==> src/rtl/vec_pkg.sv <==
// Shared definitions for the vector item units: default geometry, the
// streamer state encoding and width helpers for index/count fields.
package vec_pkg;

    localparam int VEC_I = 20;
    localparam int VEC_L = 32;

    typedef enum logic [1:0] {
        ST_IDLE   = 2'd0,
        ST_STREAM = 2'd1,
        ST_DONE   = 2'd2
    } state_e;

    function automatic int idx_width(input int n);
        return $clog2(n);
    endfunction

    // Two extra bits so one command can emit more than I items (repeats allowed).
    function automatic int cnt_width(input int n);
        return $clog2(n) + 2;
    endfunction

endpackage

==> src/rtl/vec_item_mux.sv <==
// Parametrised I-to-1 item selector; any index past the end selects item I-1.
module vec_item_mux
    import vec_pkg::*;
#(
    parameter int I  = VEC_I,
    parameter int L  = VEC_L,
    parameter int AW = idx_width(I)
) (
    input  logic [I-1:0][L-1:0] vec_i,
    input  logic [AW-1:0]       sel_i,
    output logic [L-1:0]        item_o
);

    always_comb begin
        item_o = vec_i[I-1];
        if ({1'b0, sel_i} < (AW+1)'(I))
            item_o = vec_i[sel_i];
    end

endmodule

==> src/rtl/vector_item_streamer.sv <==
// Snapshots a vector on start and streams base/stride/count-addressed items
// over a valid/ready interface, with abort and a one-cycle done pulse.
module vector_item_streamer
    import vec_pkg::*;
#(
    parameter  int I  = VEC_I,
    parameter  int L  = VEC_L,
    localparam int AW = idx_width(I),
    localparam int CW = cnt_width(I)
) (
    input  logic                 clk,
    input  logic                 rst,
    input  logic                 start,
    input  logic [I-1:0][L-1:0]  vector_in,
    input  logic [AW-1:0]        base,
    input  logic [AW-1:0]        stride,
    input  logic [CW-1:0]        count,
    input  logic                 abort,
    input  logic                 out_ready,
    output logic                 out_valid,
    output logic [L-1:0]         out_item,
    output logic [AW-1:0]        out_idx,
    output logic                 out_last,
    output logic                 busy,
    output logic                 done
);

    state_e               state_q;
    logic [I-1:0][L-1:0]  buf_q;
    logic [AW-1:0]        idx_q, stride_q;
    logic [CW-1:0]        rem_q;
    logic                 valid_q, last_q, busy_q, done_q;

    logic [AW:0]          idx_sum;
    logic [AW-1:0]        idx_d, base_clamp, stride_mod;
    logic                 xfer;

    // Comparisons run at AW+1 bits so a power-of-two I still compares correctly.
    always_comb begin
        idx_sum    = {1'b0, idx_q} + {1'b0, stride_q};
        idx_d      = idx_sum[AW-1:0];
        if (idx_sum >= (AW+1)'(I))
            idx_d = AW'(idx_sum - (AW+1)'(I));
        stride_mod = stride;
        if ({1'b0, stride} >= (AW+1)'(I))
            stride_mod = AW'({1'b0, stride} - (AW+1)'(I));
        base_clamp = base;
        if ({1'b0, base} >= (AW+1)'(I))
            base_clamp = AW'(I - 1);
        xfer = valid_q && out_ready;
    end

    always_ff @(posedge clk) begin
        if (rst) begin
            state_q  <= ST_IDLE;
            buf_q    <= '0;
            idx_q    <= '0;
            stride_q <= '0;
            rem_q    <= '0;
            valid_q  <= 1'b0;
            last_q   <= 1'b0;
            busy_q   <= 1'b0;
            done_q   <= 1'b0;
        end else begin
            done_q <= 1'b0;
            case (state_q)
                ST_IDLE: begin
                    if (start) begin
                        buf_q    <= vector_in;
                        stride_q <= stride_mod;
                        idx_q    <= base_clamp;
                        rem_q    <= count;
                        busy_q   <= 1'b1;
                        if (count == '0) begin
                            state_q <= ST_DONE;
                            done_q  <= 1'b1;
                        end else begin
                            state_q <= ST_STREAM;
                            valid_q <= 1'b1;
                            last_q  <= (count == CW'(1));
                        end
                    end
                end
                ST_STREAM: begin
                    if (abort) begin
                        state_q <= ST_IDLE;
                        valid_q <= 1'b0;
                        last_q  <= 1'b0;
                        busy_q  <= 1'b0;
                    end else if (xfer) begin
                        idx_q <= idx_d;
                        rem_q <= rem_q - 1'b1;
                        if (last_q) begin
                            state_q <= ST_DONE;
                            valid_q <= 1'b0;
                            last_q  <= 1'b0;
                            done_q  <= 1'b1;
                        end else begin
                            last_q <= (rem_q == CW'(2));
                        end
                    end
                end
                ST_DONE: begin
                    state_q <= ST_IDLE;
                    busy_q  <= 1'b0;
                end
                default: begin
                    state_q <= ST_IDLE;
                    valid_q <= 1'b0;
                    last_q  <= 1'b0;
                    busy_q  <= 1'b0;
                end
            endcase
        end
    end

    vec_item_mux #(.I(I), .L(L), .AW(AW)) u_mux (
        .vec_i  (buf_q),
        .sel_i  (idx_q),
        .item_o (out_item)
    );

    assign out_valid = valid_q;
    assign out_idx   = idx_q;
    assign out_last  = last_q;
    assign busy      = busy_q;
    assign done      = done_q;

endmodule

==> config.mk <==
export PLATFORM = sky130hd
export DESIGN_NAME = vector_item_streamer
export DESIGN_NICKNAME = d
export VERILOG_FILES = /design/src/rtl/vec_pkg.sv /design/src/rtl/vec_item_mux.sv /design/src/rtl/vector_item_streamer.sv
export SDC_FILE = /design/constraint.sdc
export NUM_CORES = 2
export LEC_CHECK = 0
export ABC_AREA = 1
export CAP_MARGIN = 0
export CORE_MARGIN = 4
export CORE_UTILIZATION = 42
export CTS_CLUSTER_SIZE = 10
export DETAILED_ROUTE_END_ITERATION = 8
export DONT_BUFFER_PORTS = 1
export GPL_TIMING_DRIVEN = 0
export MAX_ROUTING_LAYER = met4
export RECOVER_POWER = 25
export SLEW_MARGIN = 25
export SYNTH_ARGS = -nofsm -noshare
export SYNTH_HDL_FRONTEND = slang
export SYNTH_HIERARCHICAL = 1
export SYNTH_SLANG_ARGS = --single-unit
==> constraint.sdc <==
create_clock -name clk -period 2.8 [get_ports clk]
set_input_delay 0.28 -clock clk [delete_from_list [all_inputs] [get_ports clk]]
set_output_delay 0.28 -clock clk [all_outputs]
set_load 0.03 [all_outputs]
; Yosys cells after proc, flatten, opt, wreduce, memory -nomap -nowiden
; Cells that the tools add are included.
[word_totals]
reg_bits = 663
latchBits = 0
ramBits = 0
rom_bits = 0
input_bits = 662
output_inout_bits = 41
elab_cells = 100
memories = 0
[op_classes]
n_addsub = 4
mul = 0
n_div = 0
n_lt_le_gt_ge = 5
eq_ne = 11
shifts = 0
mux = 41
n_bitwise = 1
n_reduce_logical = 10
[ops]
columns = op, n
row1 = binary-select mux 32 bit (select 5 bit), 1
row2 = two-way mux 32 bit, 2
row3 = two-way mux 5 bit, 6
row4 = two-way mux 7 bit, 3
row5 = two-way mux 1 bit, 17
row6 = one-hot mux 7 bit (2 select lines), 1
row7 = ">= comparator 5 bit, second input constant", 2
row8 = two-way mux 2 bit, 5
row9 = "inequality test 2 bit, second input constant", 5
row10 = one-hot mux 5 bit (2 select lines), 1
row11 = "subtractor 5 bit, second input constant", 2
row12 = AND reduction 4 bit, 2
row13 = "== test 7 x 1 -> 1 bit, second input constant", 1
row14 = "== test 7 x 2 -> 1 bit, second input constant", 1
row15 = logical NOT 7 bit, 1
row16 = "subtractor 7 x 1 -> 7 bit, second input constant", 1
row17 = adder 5 x 5 -> 6 bit, 1
row18 = ">= comparator 6 x 5 -> 1 bit, second input constant", 1
row19 = "less-than comparator 5 x 6 -> 1 bit, second input constant", 1
row20 = "inequality test 3 bit, second input constant", 2
row21 = one-hot mux 1 bit (3 select lines), 2
row22 = "less-than comparator 5 bit, second input constant", 1
row23 = AND reduction 5 bit, 1
row24 = one-hot mux 1 bit (2 select lines), 2
row25 = 9 further kinds, 10

; Depth between registers and ports, before layout
[logic_depth]
word_depth = 6
mapped_depth = 14
mapped_depth_nobuf = 14

; Modules after synthesis
; Netlist, hierarchy kept.
[by_module_without_submodules]
columns = mod, n_inst, cells_each, area_each_um2
row1 = vector_item_streamer, 1, 3002, 23301.1
row2 = vec_item_mux, 1, 1986, 8308.0

; Worst setup path after synthesis
; Ideal clock, no wire load.
[synth_timing]
path_type = reg2reg
start = register idx_q[0], in the netlist out_idx[0]
end = register idx_q[2], in the netlist out_idx[2]
setup_ns = 0.109
t_arrival_ns = 2.128
required_ns = 2.691
path_slack_ns = 0.563
path_stages_with_launch = 14
n_path_buf = 0
period_less_slack_ns = 2.237
path_cell_list = dfxtp_1 ha_1 fa_1 xnor2_1 inv_1 ha_1 nand3_1 nand2_1 nand3_1 nand3_1 nand3_1 nand3_1 nand2_1 inv_1
[synth_via]
elab_chain_len = 6
elab_cells_between_ends = 7
[synth_rtl]
columns = element, line_no
row1 = "start, declared", vector_item_streamer.sv:30  ; logic [AW-1:0] idx_q, stride_q;
row2 = "start signal, assigned", vector_item_streamer.sv:71  ; idx_q <= base_clamp;
row3 = "start signal, assigned", vector_item_streamer.sv:91  ; idx_q <= idx_d;
row4 = adder 5 x 5 -> 6 bit (*), vector_item_streamer.sv:40  ; idx_sum = {1'b0, idx_q} + {1'b0, stride_q};
row5 = subtractor 5 bit / >= comparator 6 x 5 -> 1 bit (equally long branches), "vector_item_streamer.sv:43, vector_item_streamer.sv:42"
row6 = two-way mux 5 bit (*), vector_item_streamer.sv:42  ; if (idx_sum >= (AW+1)'(I))
row7 = two-way mux 5 bit (*), vector_item_streamer.sv:90  ; end else if (xfer) begin
row8 = two-way mux 5 bit (*), vector_item_streamer.sv:85  ; if (abort) begin
row9 = one-hot mux 5 bit (2 select lines) (*), vector_item_streamer.sv:66  ; case (state_q)
; Mark *: on every way between the ends. The rest lies on a longest branch, timed or not. The select of a mux whose other input is x is not followed.
; A chain may end at the register's enable or synchronous reset.

; Worst setup path after layout
[layout_timing]
start = register idx_q[0], in the netlist out_idx[0]
end = output port out_item[15]
[layout_via]
elab_chain_len = 3
elab_cells_between_ends = 4
[layout_rtl]
columns = element, line_no
row1 = binary-select mux 32 bit (select 5 bit), vec_item_mux.sv:17  ; item_o = vec_i[sel_i];
row2 = two-way mux 32 bit (not written as such), vec_item_mux.sv:17
row3 = two-way mux 32 bit (*), vec_item_mux.sv:16  ; if ({1'b0, sel_i} < (AW+1)'(I))
row4 = "end, declared", vector_item_streamer.sv:21  ; output logic [L-1:0] out_item,
; Marks and branches as above.

==> impl_metrics.ini <==
[clocking]
numCtsBuffers = 79
clockRootBuffer = clkbuf_16
cts_tree = built
worstSkewPairLatency_ps = 630
clkSinkCount = 663
clockBufferDepth = 3
cts.clk_slew.worst_paths_ps = 60
htreeDepth = 3

[critical_path]
required_ps = 2520
end_kind = output port
crit_start = out_idx[0]
r2r_slack_ps = -30
worstPathArrival_ps = 2590
cp-start-kind = flip-flop
slowest_stage = dfxtp_4
critPathKind = flip-flop to output port
cp_max_fo = 6
critical_path.top_delay_family = buffers and inverters
r2r_start = state_q[1]
crit_chain = buf_12, buf_12, buf_16, buf_12, nor2_1, nor2_1, o21ai_1, o21ai_1, a22oi_2, nand2_4
cp_slowest_stage_delay_ps = 480
critPathBufInv = 4
crit_path_frequent_cell = buf_12

[die]
die_w_um = 282
io_pins = 703
core-area_um2 = 74600
initial_core_util = 0.424
rows = 100
die_area_um2 = 79700
die_h_um = 282

[placement]
io_buffers = 0
gp_congestion = 1.00
dp_hpwl_um = 114000
pre_cts_ws_ps = -730

[pwr]
ir_worst_vdd_uv = 435
power_frac_clock = 0.331
power_frac_seq = 0.373
p_leak_nw = 19.6
swShare = 0.354
switching_power_mw = 10.3
power_frac_comb = 0.297
power.density_nw_per_um2 = 653
intPower_mw = 18.8

[timing]
tightestPinTransition_ps = 759
relSlewSlack = 0.488
period_share = 1.03
fin_ws_ps = -72.2
finalSetupViolations = 27
clock_skew_ps = 24.8
period_minus_slack_ps = 2870
rsz0062_at_grt = true
hold_ws_ps = 31.0
setup_tns_ps = -879
drv_slew = 0
hold_viol_final = 0
fmax_mhz = 348

[yosys]
synthFlopType = dfxtp_1
synth_edf_count = 0
synth_common_cells = nor2_1, nand2_1, dfxtp_1, o21ai_0, inv_1
yosysTopAreaCell = dfxtp_1
async_reset_ff_frac = 0
ys_seq_elements = 663
synth_area_per_cell_um2 = 6.34
synth_top_area_share = 0.420
synth_nets = 5662
netlist_area_um2 = 31600
yosysSeqAreaShare = 0.420
synth_cells = 4988
synth_warnings = 6
synth_most_common_cell = nor2_1
synth_cell_types = 35
netlist_top_cells_area = dfxtp_1, nor2_1, nand2_1

[global_route]
grt_pass1_vias = 34800
grt_overflow = 0
grt_pass1_wl_um = 217000
grt_start_max_net_pins = 11
antenna_found_initial = 31
grtUsageTotal = 0.378

[detailed_routing]
wl_per_cell_um = 22.8
first_pass_iters = 8
antenna_left = 0
drt_iter0_markers = 3073
vias = 36200
via_per_inst = 5.35
drc = 0
drt_wl_total_um = 154000

[finish]
nets = 6412
drive_gt1_frac = 0.123
syn2layout_area_growth_pct = 41.4

[flow_run]
drv_cap = 0

[outcome]
violations = setup timing
outcome = finished, violations left

[worst_hold_path]
hold_start = count[0]
min_path_type = input pin to flip-flop
==> worst min-delay path, stage by stage <==
cell     delay [ps]
nor2_1           30
nand2_1          70
nand2_1          50
o21ai_1         110
a21oi_1          70
==> cell type report <==
type                            instances  area (um2)
Inverter                              503        1890
Timing Repair Buffer                  669        6800
Buffer                                351        2310
Antenna cell                           42         105
Multi-Input combinational cell       3471       16800
Sequential cell                       663       13300
Clock buffer                          103        2220
Tap cell                              969        1210
Clock inverter                          5        68.8
Fill cell                            6958       29900
==> path summary, 6_finish.rpt <==
path                                     end  cells past startpoint
worst min-delay path               out_valid                      5
worst max-delay path            out_item[15]                     10
worst max register to register    state_q[0]                      7
worst min register to register      rem_q[5]                      2
==> registers in the layout, summed over array words and instances (netlist names) <==
register	cells
busy	1
out_last	1
out_idx	5
rem_q	7
state_q	2
buf_q	640
stride_q	5
out_valid	1
done	1
==> per-layer routing <==
metal	vias to the layer above	global-route usage	part of all wire	routed length, um
met1	16800	0.447	0.39	60300
met2	1803	0.612	0.46	70500
met4	0	0.220	0.075	11600
met3	565	0.0604	0.076	11800
met5	-	-	0	0
li1	17100	-	-	-
==> power groups by stage <==
stage	sequential, mW	clock [mW]	combinational (mW)
3_3_place_gp	11.0	0	6.31
5_1_grt	11.0	10.1	9.21
4_1_cts	10.8	9.72	8.01
3_5_place_dp	11.0	0	6.35
2_1_floorplan	10.9	0	4.13
6_report	10.9	9.65	8.65
==> layout by cell type (no fill, tap or decap), types with 3 or more instances in the layout <==
master and count:
nor2_1 1385, a31oi_1 4, a21oi_1 23, nor2_4 5
dlygate4sd3_1 660, nor3_1 4, o21ai_4 3, clkbuf_2 31
buf_12 22, clkbuf_8 12, buf_2 79, clkbuf_16 84
o21ai_1 89, clkbuf_4 13, diode_2 42, buf_4 20
inv_6 3, xor2_1 3, o21ai_2 26, ha_1 11
a22oi_2 26, nand2_8 5, a22oi_1 5, nand2_4 38
buf_8 12, inv_1 498, buf_6 33, nand2_1 748
o21ai_0 646, dfxtp_4 3, dfxtp_1 658, nand2_2 88
nand3_1 158, nand3_4 36, nor2_2 16, nand3_2 137
clkbuf_1 153, inv_2 4
==> what timing repair did <==
item                                   in CTS  in global routing
gates resized for setup                   469                245
hold buffers                              660                  0
buffers inserted                            2                  2
pin swaps                                  62                 80
setup endpoints to repair                  32                 32
cloned                                      3                  2
endpoints found under the hold margin     659                  0
==> through the flow <==
stage / cells / power (mW) / area [um2] / utilization
2_1_floorplan: 4988 / 15.0 / 31600 / -
3_5_place_dp: 5957 / 17.4 / 32800 / 0.440
3_3_place_gp: 5957 / 17.3 / 32800 / 0.440
6_report: 6776 / 29.2 / 44700 / 0.600
4_1_cts: 6730 / 28.6 / 43600 / 0.585
5_1_grt: 6764 / 30.2 / 44700 / 0.599
==> kinds of logic (layout without fill, tap and decap cells) <==
family	count (synthesis)	count (layout)	synth area share
XOR/XNOR	5	5	0.00139
AO/OA/AOI/OAI	830	830	0.135
flip-flops	663	663	0.420
other	0	42	0
AND/OR/NAND/NOR	2624	2624	0.326
adder cells (fa/ha/maj)	12	12	0.00499
buffers and inverters	854	1631	0.113
No activity file was read; power rests on OpenSTA's default activity.
